### config.mk
export PLATFORM = sky130hd
export DESIGN_NAME = mc_ctrl
export DESIGN_NICKNAME = d
export VERILOG_FILES = /design/src/rtl/mc_ctrl.sv
export SDC_FILE = /design/constraint.sdc
export NUM_CORES = 1
export LEC_CHECK = 0
export BUFFER_PORTS_ARGS = -buffer_cell sky130_fd_sc_hd__buf_2
export CAP_MARGIN = 15
export CORE_ASPECT_RATIO = 1.1
export CORE_MARGIN = 2
export CORE_UTILIZATION = 49
export CTS_CLUSTER_DIAMETER = 30
export DETAILED_ROUTE_END_ITERATION = 8
export PLACE_DENSITY = 0.82
export SLEW_MARGIN = 20
export SYNTH_ARGS = -nofsm -noshare
export SYNTH_HDL_FRONTEND = slang
export SYNTH_SLANG_ARGS = --single-unit
### constraint.sdc
create_clock -name clk -period 1.5 [get_ports clk]
set_input_delay 0.075 -clock clk [delete_from_list [all_inputs] [get_ports clk]]
set_output_delay 0.075 -clock clk [all_outputs]
set_load 0.05 [all_outputs]
### src/rtl/mc_ctrl.sv
// mc_ctrl: multicycle RV32I main controller (Moore FSM + shared-memory handshake), optional jalr via MC_CTRL_JALR_EN.
// Latency: outputs are combinational from state/op/mem_ready/Zero, no added cycles.
// Backpressure: memory states hold on mem_ready=0; watchdog aborts to FETCH with a bus_err pulse.
module mc_ctrl #(
  parameter int MEM_WAIT_MAX = 15
) (
  input  logic       clk,
  input  logic       reset,
  input  logic [6:0] op,
  input  logic       Zero,
  input  logic       mem_ready,
  output logic       mem_req,
  output logic       PCWrite,
  output logic       IRWrite,
  output logic       RegWrite,
  output logic       MemWrite,
  output logic       AdrSrc,
  output logic [1:0] ALUSrcA,
  output logic [1:0] ALUSrcB,
  output logic [1:0] ResultSrc,
  output logic [1:0] ALUOp,
  output logic [1:0] ImmSrc,
  output logic       illegal,
  output logic       bus_err
);

  localparam int CW = (MEM_WAIT_MAX < 2) ? 1 : $clog2(MEM_WAIT_MAX + 1);

  typedef enum logic [3:0] {
    FETCH, DECODE, MEMADR, MEMRD, MEMWB, MEMWR, EXECR, EXECI, ALUWB, JAL, BEQ
`ifdef MC_CTRL_JALR_EN
    , JALR, JLINK
`endif
  } state_t;

  state_t        state, state_n;
  logic [CW-1:0] wcnt;
  logic          waiting, timeout, pc_upd, branch;

  always_comb begin
    waiting = (state == FETCH) || (state == MEMRD) || (state == MEMWR);
    timeout = waiting && !mem_ready && (MEM_WAIT_MAX != 0) && (int'(wcnt) == MEM_WAIT_MAX - 1);
  end

  always_ff @(posedge clk) begin
    if (!reset) begin
      state <= FETCH;
      wcnt  <= '0;
    end else begin
      state <= state_n;
      // Any cycle that is not a continued wait (completion, abort, other state) restarts the count.
      if (waiting && !mem_ready && !timeout) begin
        if (int'(wcnt) != MEM_WAIT_MAX) wcnt <= wcnt + CW'(1);
      end else begin
        wcnt <= '0;
      end
    end
  end

  always_comb begin
    state_n   = state;
    mem_req   = 1'b0;
    IRWrite   = 1'b0;
    RegWrite  = 1'b0;
    MemWrite  = 1'b0;
    AdrSrc    = 1'b0;
    ALUSrcA   = 2'b00;
    ALUSrcB   = 2'b00;
    ResultSrc = 2'b00;
    ALUOp     = 2'b00;
    illegal   = 1'b0;
    pc_upd    = 1'b0;
    branch    = 1'b0;
    case (state)
      FETCH: begin
        mem_req   = 1'b1;
        ALUSrcB   = 2'b10;
        ResultSrc = 2'b10;
        if (mem_ready) begin
          IRWrite = 1'b1;
          pc_upd  = 1'b1;
          state_n = DECODE;
        end
      end
      DECODE: begin
        ALUSrcA = 2'b01;
        ALUSrcB = 2'b01;
        case (op)
          7'b0000011, 7'b0100011: state_n = MEMADR;
          7'b0110011:             state_n = EXECR;
          7'b0010011:             state_n = EXECI;
          7'b1101111:             state_n = JAL;
          7'b1100011:             state_n = BEQ;
`ifdef MC_CTRL_JALR_EN
          7'b1100111:             state_n = JALR;
`endif
          default: begin
            illegal = 1'b1;
            state_n = FETCH;
          end
        endcase
      end
      MEMADR: begin
        ALUSrcA = 2'b10;
        ALUSrcB = 2'b01;
        state_n = op[5] ? MEMWR : MEMRD;
      end
      MEMRD: begin
        mem_req = 1'b1;
        AdrSrc  = 1'b1;
        if (mem_ready) state_n = MEMWB;
      end
      MEMWB: begin
        ResultSrc = 2'b01;
        RegWrite  = 1'b1;
        state_n   = FETCH;
      end
      MEMWR: begin
        mem_req = 1'b1;
        AdrSrc  = 1'b1;
        if (mem_ready) begin
          MemWrite = 1'b1;
          state_n  = FETCH;
        end
      end
      EXECR: begin
        ALUSrcA = 2'b10;
        ALUOp   = 2'b10;
        state_n = ALUWB;
      end
      EXECI: begin
        ALUSrcA = 2'b10;
        ALUSrcB = 2'b01;
        ALUOp   = 2'b10;
        state_n = ALUWB;
      end
      ALUWB: begin
        RegWrite = 1'b1;
        state_n  = FETCH;
      end
      JAL: begin
        ALUSrcA = 2'b01;
        ALUSrcB = 2'b10;
        pc_upd  = 1'b1;
        state_n = ALUWB;
      end
      BEQ: begin
        ALUSrcA = 2'b10;
        ALUOp   = 2'b01;
        branch  = 1'b1;
        state_n = FETCH;
      end
`ifdef MC_CTRL_JALR_EN
      JALR: begin
        ALUSrcA   = 2'b10;
        ALUSrcB   = 2'b01;
        ResultSrc = 2'b10;
        pc_upd    = 1'b1;
        state_n   = JLINK;
      end
      JLINK: begin
        ALUSrcA = 2'b01;
        ALUSrcB = 2'b10;
        state_n = ALUWB;
      end
`endif
      default: state_n = FETCH;
    endcase
    if (timeout) state_n = FETCH;
    PCWrite = pc_upd | (branch & Zero);
    bus_err = timeout;
    if (!reset) begin
      mem_req  = 1'b0;
      PCWrite  = 1'b0;
      IRWrite  = 1'b0;
      RegWrite = 1'b0;
      MemWrite = 1'b0;
      illegal  = 1'b0;
      bus_err  = 1'b0;
    end
  end

  always_comb begin
    case (op)
      7'b0100011: ImmSrc = 2'b01;
      7'b1100011: ImmSrc = 2'b10;
      7'b1101111: ImmSrc = 2'b11;
      default:    ImmSrc = 2'b00;
    endcase
  end

endmodule

==> flow_results.xml <==
<?xml version="1.0" encoding="UTF-8"?>
<metrics>
  <group name="logic_synthesis">
    <metric name="syn-num-nets" unit="">121</metric>
    <metric name="synth-main-ff-cell" unit="">sky130_fd_sc_hd__dfxtp_1</metric>
    <metric name="synth-warning-count" unit="">0</metric>
    <metric name="synth_cell_types" unit="">44</metric>
    <metric name="fraction_of_synthesis_flops_using_an_asynchronous_set_or_reset_pin" unit="%">0</metric>
    <metric name="avgSynthCellArea" unit="µm²">8.09</metric>
    <metric name="netlist_instances" unit="">108</metric>
    <metric name="synth-edff-count" unit="">0</metric>
    <metric name="synth.cell_area" unit="µm²">873</metric>
    <metric name="synth-seq-cells" unit="">8</metric>
    <metric name="sequential_area_share_after_synthesis" unit="%">18.3</metric>
  </group>
  <group name="clocking">
    <metric name="ctsRootBufferMaster" unit="">sky130_fd_sc_hd__clkbuf_4</metric>
    <metric name="clock_slew_seen_by_the_registers_of_the_worst_setup_and_hold_paths" unit="ns">0.05</metric>
    <metric name="cts_made_buffers" unit="">3</metric>
    <metric name="insertion_delay" unit="ns">0.25</metric>
    <metric name="number_of_levels_in_the_clock_h_tree" unit="">1</metric>
    <metric name="clockBufferDepth" unit="">2</metric>
    <metric name="cts.sinks" unit="">8</metric>
    <metric name="cts_tree" unit="">done</metric>
    <metric name="cts_hold_buf" unit="">0</metric>
  </group>
  <group name="power_and_ir_drop">
    <metric name="power" unit="mW">0.714</metric>
    <metric name="pwr-share-seq" unit="%">32.8</metric>
    <metric name="power.density_cell_area" unit="nW/µm²">512</metric>
    <metric name="combinational_share_of_power" unit="%">44.4</metric>
    <metric name="p_int" unit="mW">0.435</metric>
    <metric name="netSwitchingFraction" unit="%">39.1</metric>
    <metric name="ir_worst_vdd" unit="mV">0.396</metric>
    <metric name="clock_power_share" unit="%">22.9</metric>
    <metric name="power.net_switching" unit="mW">0.279</metric>
    <metric name="power.static_leakage" unit="nW">0.579</metric>
  </group>
  <group name="timing">
    <metric name="timing_hold_violations_final" unit="">0</metric>
    <metric name="timing.hold.ws" unit="ns">0.185</metric>
    <metric name="rsz_0062_raised_after_global_routing" unit="">yes</metric>
    <metric name="finClkSkew" unit="ns">0.00104</metric>
    <metric name="achievable-frequency" unit="MHz">627</metric>
    <metric name="timing.final.ws_setup" unit="ns">-0.0946</metric>
    <metric name="slew_headroom" unit="%">67.1</metric>
    <metric name="slew_violations" unit="">0</metric>
    <metric name="layout_worst_path_cycle_share" unit="%">106</metric>
    <metric name="finalSetupViolCount" unit="">6</metric>
    <metric name="finalWorstPathRequiredPeriod" unit="ns">1.59</metric>
    <metric name="finalSetupTns" unit="ns">-0.259</metric>
    <metric name="timing_worst_slew_pin_value" unit="ns">0.480</metric>
  </group>
  <group name="die">
    <metric name="core_area" unit="µm²">1720</metric>
    <metric name="fp.dieArea" unit="µm²">2140</metric>
    <metric name="floorplan.initialDensity" unit="%">50.7</metric>
    <metric name="row_count" unit="">16</metric>
    <metric name="die_width" unit="µm">44.3</metric>
    <metric name="floorplan.io_pins" unit="">29</metric>
    <metric name="floorplan.die.height" unit="µm">48.3</metric>
  </group>
  <group name="detailed_routing">
    <metric name="drc" unit="">0</metric>
    <metric name="routed-via-count" unit="">1005</metric>
    <metric name="first_pass_iters" unit="">4</metric>
    <metric name="antenna_left" unit="">0</metric>
    <metric name="drt_first_iter_violations" unit="">22</metric>
    <metric name="avgViaCountPerCell" unit="">5.95</metric>
    <metric name="wl_per_cell" unit="µm">16.2</metric>
    <metric name="routed_wirelength" unit="mm">2.74</metric>
  </group>
  <group name="global_route">
    <metric name="grt_usage" unit="%">25.1</metric>
    <metric name="met3_track_utilization_from_global_routing" unit="%">4.44</metric>
    <metric name="grt_pass1_wl" unit="mm">3.82</metric>
    <metric name="grt_max_degree" unit="">12</metric>
    <metric name="grt_remaining_overflow" unit="">0</metric>
    <metric name="met2_usage" unit="%">45.0</metric>
    <metric name="globalRoute.busiestLayer" unit="">met2</metric>
    <metric name="grt_pass1_vias" unit="">856</metric>
    <metric name="globalRouteMet1Util" unit="%">29.7</metric>
    <metric name="grt_antenna_before_repair" unit="">0</metric>
  </group>
  <group name="critical_path">
    <metric name="worstRegToRegCells" unit="">5</metric>
    <metric name="critical_path.max_fanout" unit="">3</metric>
    <metric name="r2r_end" unit="">wcnt[3]</metric>
    <metric name="arrival_worst_endpoint" unit="ns">1.52</metric>
    <metric name="cp-start-kind" unit="">flop</metric>
    <metric name="cp_data_required_time" unit="ns">1.42</metric>
    <metric name="crit_path_end_kind" unit="">primary output</metric>
    <metric name="ff2ff_setup_slack" unit="ns">0</metric>
    <metric name="timing.rr.start" unit="">state[0]</metric>
    <metric name="critPathKind" unit="">flop to primary output</metric>
  </group>
  <group name="layout">
    <metric name="flow.area_growth_from_synthesis" unit="%">59.6</metric>
    <metric name="antennaDiodeCount" unit="">0</metric>
    <metric name="nets" unit="">166</metric>
    <metric name="final_core_util" unit="%">81.0</metric>
    <metric name="post_route_cells_drive_above_1_share" unit="%">58.3</metric>
    <metric name="fin_cells" unit="">169</metric>
    <metric name="fin_area" unit="µm²">1390</metric>
  </group>
  <group name="worst_hold_path">
    <metric name="timing.hold.worst_path_depth" unit="">3</metric>
    <metric name="min_path_type" unit="">input port to flop</metric>
    <metric name="hp-start" unit="">op[4]</metric>
    <metric name="worstHoldEndpoint" unit="">state[0]</metric>
  </group>
  <group name="run">
    <metric name="cap_violations" unit="">0</metric>
  </group>
  <group name="placed_design">
    <metric name="place_worst_setup_slack" unit="ns">-0.00896</metric>
    <metric name="placed_cells" unit="">156</metric>
    <metric name="buffer_ports.inserted" unit="">28</metric>
    <metric name="place.gp.congestion" unit="">0.857</metric>
    <metric name="placed_cell_area" unit="µm²">1140</metric>
    <metric name="dpl.hpwl" unit="mm">1.64</metric>
  </group>
  <group name="status">
    <metric name="run_status" unit="">finished with violations</metric>
    <metric name="violations" unit="">setup timing</metric>
  </group>
</metrics>
-- cell families (layout without fill, tap and decap cells) --
group	Yosys count	count (layout)	synth area share, %
compound gates	22	22	20.8
xor+xnor	5	5	5.88
fa+ha+maj	2	2	2.86
buf+inv	11	54	8.02
flops	8	8	18.3
mux	1	1	2.58
simple gates	59	59	41.5
-- sequential cells by signal (all words and copies together) (netlist names) --
register / flops
wcnt: 4
state: 4
-- layout by cell type (no fill, tap or decap), drive strengths merged, types with 2 or more instances in the layout --
master,count
nand3,6
dfxtp,8
xor2,2
inv,3
nand2,9
ha,2
nor3,7
clkbuf,5
a21oi,6
o21a,2
and3,2
nor2,11
buf,46
xnor2,3
a31oi,2
o211a,2
o41ai,2
nor3b,2
nand3b,4
nor4,3
nand2b,8
-- worst max-delay path by stage --
| stage | endpoint | depth (start not counted) | startpoint |
|---|---|---|---|
| 6_report | PCWrite | 5 | state[3] |
| 5_1_grt | PCWrite | 5 | state[3] |
| 4_1_cts | PCWrite | 5 | state[3] |
| 3_5_place_dp | illegal | 5 | state[2] |
| 3_3_place_gp | PCWrite | 5 | state[1] |
| 2_1_floorplan | PCWrite | 4 | state[0] |
-- Yosys cell counts, types with 3 or more instances --
| library cell | number | area, µm² |
|---|---|---|
| sky130_fd_sc_hd__nand2b_1 | 8 | 50.1 |
| sky130_fd_sc_hd__inv_1 | 3 | 11.3 |
| sky130_fd_sc_hd__nor3_1 | 5 | 25.0 |
| sky130_fd_sc_hd__nand3_1 | 6 | 30.0 |
| sky130_fd_sc_hd__buf_6 | 3 | 33.8 |
| sky130_fd_sc_hd__nor2_1 | 11 | 41.3 |
| sky130_fd_sc_hd__nand2_1 | 9 | 33.8 |
| sky130_fd_sc_hd__a21oi_1 | 6 | 30.0 |
| sky130_fd_sc_hd__dfxtp_1 | 8 | 160 |
| sky130_fd_sc_hd__nand3b_1 | 4 | 30.0 |
-- timing repair --
action / in CTS / in global routing
pin swaps: 3 / 3
endpoints found under the setup margin: 15 / 18
resized for setup: 20 / 19
buffers inserted: 6 / 4
-- power by group through the flow --
stage | Combinational (mW) | Clock [mW] | Sequential (mW)
finish | 0.317 | 0.163 | 0.234
global route | 0.336 | 0.183 | 0.235
CTS | 0.289 | 0.169 | 0.233
detailed placement | 0.266 | 0 | 0.238
global placement | 0.258 | 0 | 0.238
floorplan | 0.212 | 0 | 0.232
-- layer usage --
| layer | up-vias | part of all wire, % |
|---|---|---|
| li1 | 484 | - |
| met1 | 474 | 38 |
| met2 | 39 | 54 |
| met3 | 8 | 5.6 |
| met4 | 0 | 2.0 |
| met5 | - | 0 |
-- cell type report --
class,count,area (µm²)
flip-flops and latches,8,174
clock buffers,3,22.5
repair buffers,48,364
multi-input cells,89,800
inverters,3,11.3
fillers,111,328
well taps,18,22.5
-- worst max-delay path, stage by stage (launching register included) --
cell	delay (ns)
sky130_fd_sc_hd__dfxtp_2	0.33
sky130_fd_sc_hd__buf_12	0.13
sky130_fd_sc_hd__nor4_4	0.29
sky130_fd_sc_hd__and3_4	0.23
sky130_fd_sc_hd__o21bai_4	0.11
sky130_fd_sc_hd__buf_6	0.17
Power figures use the tool's default switching activity.
